## config.mk

```make
export PLATFORM = sky130hd
export DESIGN_NAME = fetch_stage
export DESIGN_NICKNAME = d
export VERILOG_FILES = /design/src/rtl/fetch_stage.sv
export SDC_FILE = /design/constraint.sdc
export NUM_CORES = 1
export LEC_CHECK = 0
export BUFFER_PORTS_ARGS = -buffer_cell sky130_fd_sc_hd__buf_4
export CORE_ASPECT_RATIO = 1.25
export CORE_MARGIN = 2
export CORE_UTILIZATION = 55
export CTS_BUF_LIST = sky130_fd_sc_hd__clkbuf_8
export CTS_CLUSTER_DIAMETER = 50
export DETAILED_ROUTE_END_ITERATION = 10
export PLACE_DENSITY = 0.79
export SLEW_MARGIN = 20
export SYNTH_ARGS = -nofsm -noshare
export SYNTH_HDL_FRONTEND = slang
export SYNTH_SLANG_ARGS = --single-unit
```

## constraint.sdc

```tcl
create_clock -name clk -period 13.9 [get_ports clk]
set_input_delay 0.695 -clock clk [delete_from_list [all_inputs] [get_ports clk]]
set_output_delay 0.695 -clock clk [all_outputs]
set_load 0.05 [all_outputs]
```

## src/rtl/fetch_stage.sv

```systemverilog
// Instruction-fetch stage: owns the PC, issues word reads to instruction
// memory, tags in-order responses with their PC in a small FIFO and hands
// {instruction, pc} to decode. A redirect restarts fetch at a new PC and
// discards every response that was still in flight when it arrived.
module fetch_stage #(
   parameter logic [31:0] RESET_PC  = 32'h0000_0000,
   parameter int          BUF_DEPTH = 2
) (
   input  logic        clk,
   input  logic        rst_n,
   output logic        imem_req_valid,
   input  logic        imem_req_ready,
   output logic [31:0] imem_req_addr,
   input  logic        imem_rsp_valid,
   input  logic [31:0] imem_rsp_data,
   input  logic        redirect_valid,
   input  logic [31:0] redirect_pc,
   output logic        if_valid,
   input  logic        if_ready,
   output logic [31:0] if_instruction,
   output logic [31:0] if_pc
);

   localparam int              PW      = $clog2(BUF_DEPTH);
   localparam int              CW      = PW + 1;
   localparam logic [CW:0]     DEPTH_C = (CW + 1)'(BUF_DEPTH);
   localparam logic [CW-1:0]   ONE_C   = CW'(1);
   localparam logic [PW-1:0]   PONE_C  = PW'(1);
   localparam logic [31:0]     NOP     = 32'h0000_0013;

   typedef enum logic [1:0] {
      S_BOOT  = 2'd0,
      S_FETCH = 2'd1,
      S_DRAIN = 2'd2
   } state_t;

   state_t          state_q, state_d;
   logic [31:0]     pc_q, pc_d;
   logic [CW-1:0]   out_q, out_d;     // requests issued, response not yet seen
   logic [CW-1:0]   drop_q, drop_d;   // responses still to be discarded
   logic [CW-1:0]   cnt_q, cnt_d;     // instruction FIFO occupancy
   logic [PW-1:0]   wr_q, wr_d, rd_q, rd_d;
   logic [PW-1:0]   twr_q, twr_d, trd_q, trd_d;

   logic [31:0]     buf_instr [BUF_DEPTH];
   logic [31:0]     buf_pc    [BUF_DEPTH];
   logic [31:0]     tag_pc    [BUF_DEPTH];

   logic            fifo_nempty, req_ok, hs, rsp, dropping, push, pop;

   // The two low redirect bits carry no information: fetch is word aligned.
   logic            unused_redirect_lsbs;
   assign unused_redirect_lsbs = ^redirect_pc[1:0];

   // Credit is counted over both in-flight requests and buffered entries, so
   // every response is guaranteed a FIFO slot; a same-cycle pop earns nothing.
   assign fifo_nempty = (cnt_q != '0);
   assign req_ok      = (state_q == S_FETCH) &&
                        (({1'b0, out_q} + {1'b0, cnt_q}) < DEPTH_C);
   assign hs          = req_ok && imem_req_ready;
   assign rsp         = imem_rsp_valid && (out_q != '0);
   assign dropping    = rsp && (drop_q != '0);
   assign push        = rsp && !dropping && !redirect_valid;
   assign pop         = fifo_nempty && if_ready && !redirect_valid;

   assign imem_req_valid = req_ok;
   assign imem_req_addr  = pc_q;
   assign if_valid       = fifo_nempty;
   assign if_instruction = fifo_nempty ? buf_instr[rd_q] : NOP;
   assign if_pc          = fifo_nempty ? buf_pc[rd_q]    : RESET_PC;

   // Next-state: counters, pointers, PC and FSM; a redirect overrides push/pop.
   always_comb begin
      state_d = state_q;
      pc_d    = pc_q;
      out_d   = out_q;
      drop_d  = drop_q;
      cnt_d   = cnt_q;
      wr_d    = wr_q;
      rd_d    = rd_q;
      twr_d   = twr_q;
      trd_d   = trd_q;

      if (hs && !rsp)      out_d = out_q + ONE_C;
      else if (!hs && rsp) out_d = out_q - ONE_C;

      if (hs) begin
         pc_d  = pc_q + 32'd4;
         twr_d = twr_q + PONE_C;
      end
      if (rsp)      trd_d  = trd_q + PONE_C;
      if (push)     wr_d   = wr_q + PONE_C;
      if (pop)      rd_d   = rd_q + PONE_C;
      if (dropping) drop_d = drop_q - ONE_C;

      if (push && !pop)      cnt_d = cnt_q + ONE_C;
      else if (!push && pop) cnt_d = cnt_q - ONE_C;

      // Everything still in flight after this cycle's handshakes is stale.
      if (redirect_valid) begin
         pc_d   = {redirect_pc[31:2], 2'b00};
         drop_d = out_d;
         cnt_d  = '0;
         wr_d   = '0;
         rd_d   = '0;
      end

      case (state_q)
         S_BOOT:           state_d = S_FETCH;
         S_FETCH, S_DRAIN: state_d = (drop_d != '0) ? S_DRAIN : S_FETCH;
         default:          state_d = S_BOOT;
      endcase
   end

   // Control state register with asynchronous reset.
   always_ff @(posedge clk or negedge rst_n) begin
      if (!rst_n) begin
         state_q <= S_BOOT;
         pc_q    <= RESET_PC;
         out_q   <= '0;
         drop_q  <= '0;
         cnt_q   <= '0;
         wr_q    <= '0;
         rd_q    <= '0;
         twr_q   <= '0;
         trd_q   <= '0;
      end else begin
         state_q <= state_d;
         pc_q    <= pc_d;
         out_q   <= out_d;
         drop_q  <= drop_d;
         cnt_q   <= cnt_d;
         wr_q    <= wr_d;
         rd_q    <= rd_d;
         twr_q   <= twr_d;
         trd_q   <= trd_d;
      end
   end

   // Storage: PC tags of in-flight requests and the decoded-facing FIFO.
   always_ff @(posedge clk) begin
      if (hs) tag_pc[twr_q] <= pc_q;
      if (push) begin
         buf_instr[wr_q] <= imem_rsp_data;
         buf_pc[wr_q]    <= tag_pc[trd_q];
      end
   end

   // A response with nothing outstanding is a memory protocol violation.
   a_rsp_needs_req: assert property (@(posedge clk) disable iff (!rst_n)
      !(imem_rsp_valid && (out_q == '0)));

endmodule

```

Word level (Yosys, flattened, before mapping)
Memory sizes are Yosys's and may differ from the RTL's. Index checks and enable logic that the tools add are counted.

Flip-flop bits (word level): 44. RAM bits: 192. Input bits: 70. Logic and storage cells: 75. Memories: 3.

$add $sub $neg: 11. Magnitude comparators: 1. Equal/unequal tests: 2. Multiplexer cells: 21. Reductions and logical operators: 28.

Memory list: buf_instr (depth 2, bits a word 32, read ports 1, clocked after Yosys merged registers in 0, write ports 1, RTL line 45) `logic [31:0] buf_instr [BUF_DEPTH];`; buf_pc (depth 2, bits a word 32, read ports 1, clocked after Yosys merged registers in 0, write ports 1, RTL line 46) `logic [31:0] buf_pc [BUF_DEPTH];`; tag_pc (depth 2, bits a word 32, read ports 1, clocked after Yosys merged registers in 0, write ports 1, RTL line 47) `logic [31:0] tag_pc [BUF_DEPTH];`.

Operators with widths (count): 32-bit two-way mux (4); 32-bit by 3-bit adder with 32-bit output (second input constant) (1); 2-bit two-way mux (8); 2-bit nonzero test (7); 1-bit logical AND (12); 1-bit two-way mux (8); 1-bit zero test (6); 2-bit by 1-bit subtractor with 2-bit output (second input constant) (3); 1-bit adder (second input constant) (4); 2-bit by 1-bit adder with 2-bit output (second input constant) (2); 2-bit one-hot mux with 2 select lines (1); 2-bit by 2-bit adder with 3-bit output (1); 3-bit by 2-bit < comparator with 1-bit output (second input constant) (1); 3-bit nonzero test (1); 2-bit by 1-bit == test with 1-bit output (second input constant) (1); 2-bit == test (second input constant) (1); 2-bit zero test (1); 2-bit OR reduction (1).

Depth between registers and ports, before layout
Depth after elaboration: 12. Gate-level depth with buffers: 9. Gate-level depth less buffers: 7.

Worst setup path before layout
No wires, ideal clock.

Path type: input -> register. Start: input imem_rsp_valid. End: memory buf_instr[1][0], enable pin. Arrival time: 5.820 ns. Required time: 13.329 ns. Path slack: 7.508 ns. Stages on the path: 3. Buffers on the path: 0. Path through: nor2b_1 nand2_1 nor3b_1.

Word-level cells in the longest chain between the ends: 7.

Ends and longest elaborated chain: start: declaration (RTL line 14) `input logic imem_rsp_valid,`; 1-bit logical AND * (RTL line 61) `assign rsp = imem_rsp_valid && (out_q != '0);`; 1-bit logical AND (RTL line 62) `assign dropping = rsp && (drop_q != '0);`; 1-bit zero test (RTL line 63) `assign push = rsp && !dropping && !redirect_valid;`; 1-bit logical AND * (2 in a row) (RTL line 63); 1-bit two-way mux * (RTL line 143) `if (push) begin`; 1-bit two-way mux (implied by the code) * (RTL line 144) `buf_instr[wr_q] <= imem_rsp_data;`; end: declaration (RTL line 45).

Mark *: on every way between the ends. The rest lies on a longest branch, timed or not.

Worst setup path after layout
Start: register cnt_q[0]. End: output imem_req_valid.

Word-level cells in the longest chain between the ends: 3.

Ends and longest elaborated chain: start: declaration (RTL line 41) `logic [CW-1:0] cnt_q, cnt_d;`; start signal: assignment (RTL line 132) `cnt_q <= cnt_d;`; 2-bit by 2-bit adder with 3-bit output (RTL line 59) `(({1'b0, out_q} + {1'b0, cnt_q}) < DEPTH_C);`; 3-bit by 2-bit < comparator with 1-bit output (RTL line 59); 1-bit logical AND (RTL line 58) `assign req_ok = (state_q == S_FETCH) &&`; end: declaration (RTL line 11) `output logic imem_req_valid,`.

Every way passes these cells.

==> out/qor.yml <==
run_status:
  status: "finished, final reports clean"
clock_network:
  post_cts.repair.setup_buffers: 0
  insertion_delay_ns: 0.49
  post_cts_resized: 0
  ctsLongestPathBuffers: 3
  clock_sinks: 226
  clkTransAtPathRegs_ns: 0.06
  ctsHoldBuffers: 0
  cts-root-buf: "clkbuf_8"
  cts_made_buffers: 34
  ctsHtreeMaxLevel: 2
  cts_tree: "yes"
placed_design:
  io_buffers: 161
  gp_congestion: 0.7994
  dp.cells: 977
  dp_hpwl_mm: 11.27
worst_setup_path:
  reg2reg_slack_ns: 11.18
  r2r-end: "state_q[0]"
  rr_worst_depth: 7
  arrival_ns: 2.28
  cp-start-kind: "flip-flop"
  cp-end-kind: "output port"
  critPathLaunch: "cnt_q[0]"
  worst-setup-path-type: "reg -> out"
  crit_fanout: 4
  r2r-start: "cnt_q[0]"
  cp.required_ns: 13.20
timing:
  tns_ns: 0
  skew_ns: 0.01596
  fmax_mhz: 335.7
  setup_violations: 0
  min_period_over_period_pct: 21.43
  period_needed_ns: 2.979
  maxSlewViolCount: 0
  tightest_slew_ns: 1.085
  rsz0062_at_grt: "false"
  finalHoldViolations: 0
  hold_slack_ns: 0.1934
  maxSlewHeadroom_pct: 27.67
routing:
  wl_mm: 17.34
  post_drt_wl_per_cell_um: 16.72
  ant_nets: 0
  drc: 0
  vias_per_cell: 5.200
  firstDrtPassIters: 4
  first_iter_violations: 298
  vias: 5392
floorplanning:
  rows: 53
  die_w_um: 120.1
  die_h_um: 149.1
  io_pins: 168
  core_area_um2: 16640
  die_area_um2: 17900
  start_util_pct: 55.65
power:
  p_leak_uw: 0.004255
  p_per_area_nw_per_um2: 162.7
  max-vdd-ir-drop_mv: 0.08736
synth:
  synth_cells: 621
  synth_cell_type_count: 43
  synth.largest_area_cell: "edfxtp_1"
  yosys-top-cells-area: "edfxtp_1, dfrtp_1, mux2i_1, mux2_2, nor2_1"
  synth_edf_count: 184
  ys_seq_area_share_pct: 71.00
  synth_top_area_share_pct: 59.65
  ys_ff_latch: 226
  synth_area_um2: 9263
  syn_area_per_cell_um2: 14.92
  synthArstFlopShare_pct: 18.58
  yosys_warnings: 0
  synthFlopType: "edfxtp_1"
cells_and_area:
  drive_gt1_share_pct: 30.84
  syn_to_final_growth_pct: 22.46
  final_common_cell: "edfxtp_1"
  diodes: 0
  instances_no_fill: 1037
  final_cell_mix: "edfxtp_1, buf_4, nor2_1, mux2i_1, dfrtp_1"
  nets: 870
  post-route-util_pct: 68.15
worst_hold_path:
  hp-class: "in -> async"
grt:
  grt_usage_pct: 19.55
  grt_max_degree: 68
  first_global_vias: 5436
  grt_pass1_wl_mm: 27.39
  grt_antenna_before_repair: 0
  overflow: 0
flow_run:
  cap_viol_max_count: 0
[worst max path at each step]
stage                            endpoint  cells after the start  slack (ns)
after floorplan           buf_instr[1][0]                      3        7.51
final                      imem_req_valid                      4       10.92
after detailed placement  buf_instr[1][3]                      5       11.11
after global routing       imem_req_valid                      4       10.79
after global placement    buf_instr[1][7]                      5       11.19
after CTS                        if_pc[4]                      3       10.88
[cells in the mapped netlist, drive strengths merged (2+ instances only)]
cell      n
xor2     20
dfrtp    42
nor3b     3
nand2    40
nand3     6
nand4    17
nor4      2
nor2b     4
nor2     70
o21ai    30
clkbuf   16
inv      11
buf      17
mux2i    65
xnor2    14
mux2     33
and4      4
nor3      8
and3      7
a211oi    3
and2      8
ha        6
edfxtp  184
[flip-flops by register name (all words and copies together), names as in the netlist]
signal,count
buf_instr,64
out_q,2
twr_q,1
cnt_q,2
trd_q,1
tag_pc,60
state_q,2
buf_pc,60
drop_q,2
imem_req_addr,30
wr_q,1
rd_q,1
[layer usage]
metal	part of all wire [%]	track usage (%)	wire, um	up-vias
met4	2.8	8.765	490	0
met3	4.8	3.173	837	32
met2	53	33.95	9141	161
met1	40	24.18	6870	2593
met5	0	0	0	-
li1	-	-	-	2606
[worst max-delay path, stage by stage (launching register included)]
cell,delay [ns]
dfrtp_1,0.43
and2_1,0.19
fa_1,0.49
nor3b_1,0.41
buf_4,0.28
[power by group]
part           internal [uW]  switching (uW)  leakage (uW)
combinational            166             272       0.00169
sequential               822            46.2       0.00218
clock                    306             232      0.000391
[area by class of cell]
class                   count  area, um2
clock inverters            22      166.4
inverters                  11      41.29
fillers                  1132       5301
repair buffers            166       1246
flip-flops and latches    226       6580
clock buffers              38      523.0
multi-input cells         354       2511
well taps                 220      275.3
[kinds of logic (layout without fill, tap and decap cells)]
family                     after synthesis  after routing  synth area share [%]
DFF                                    226            226                 71.00
muxes                                   98             98                 11.12
other                                    1              4               0.04049
and+or+nand+nor                        173            173                 8.902
AOI/OAI and AO/OA                       37             37                 2.229
adders and majority gates                7              7                 1.027
buffers and inverters                   44            237                 2.229
xor gates and xnor gates                35             35                 3.458
[stage by stage]
step	area [um2]	power, uW	setup WS, ns
2_1_floorplan	9274	1193	7.508
3_3_place_gp	10650	1304	11.19
3_5_place_dp	10650	1322	11.11
4_1_cts	11340	1864	10.88
5_1_grt	11340	1926	10.79
6_report	11340	1845	10.92
Power figures use the tool's default switching activity.
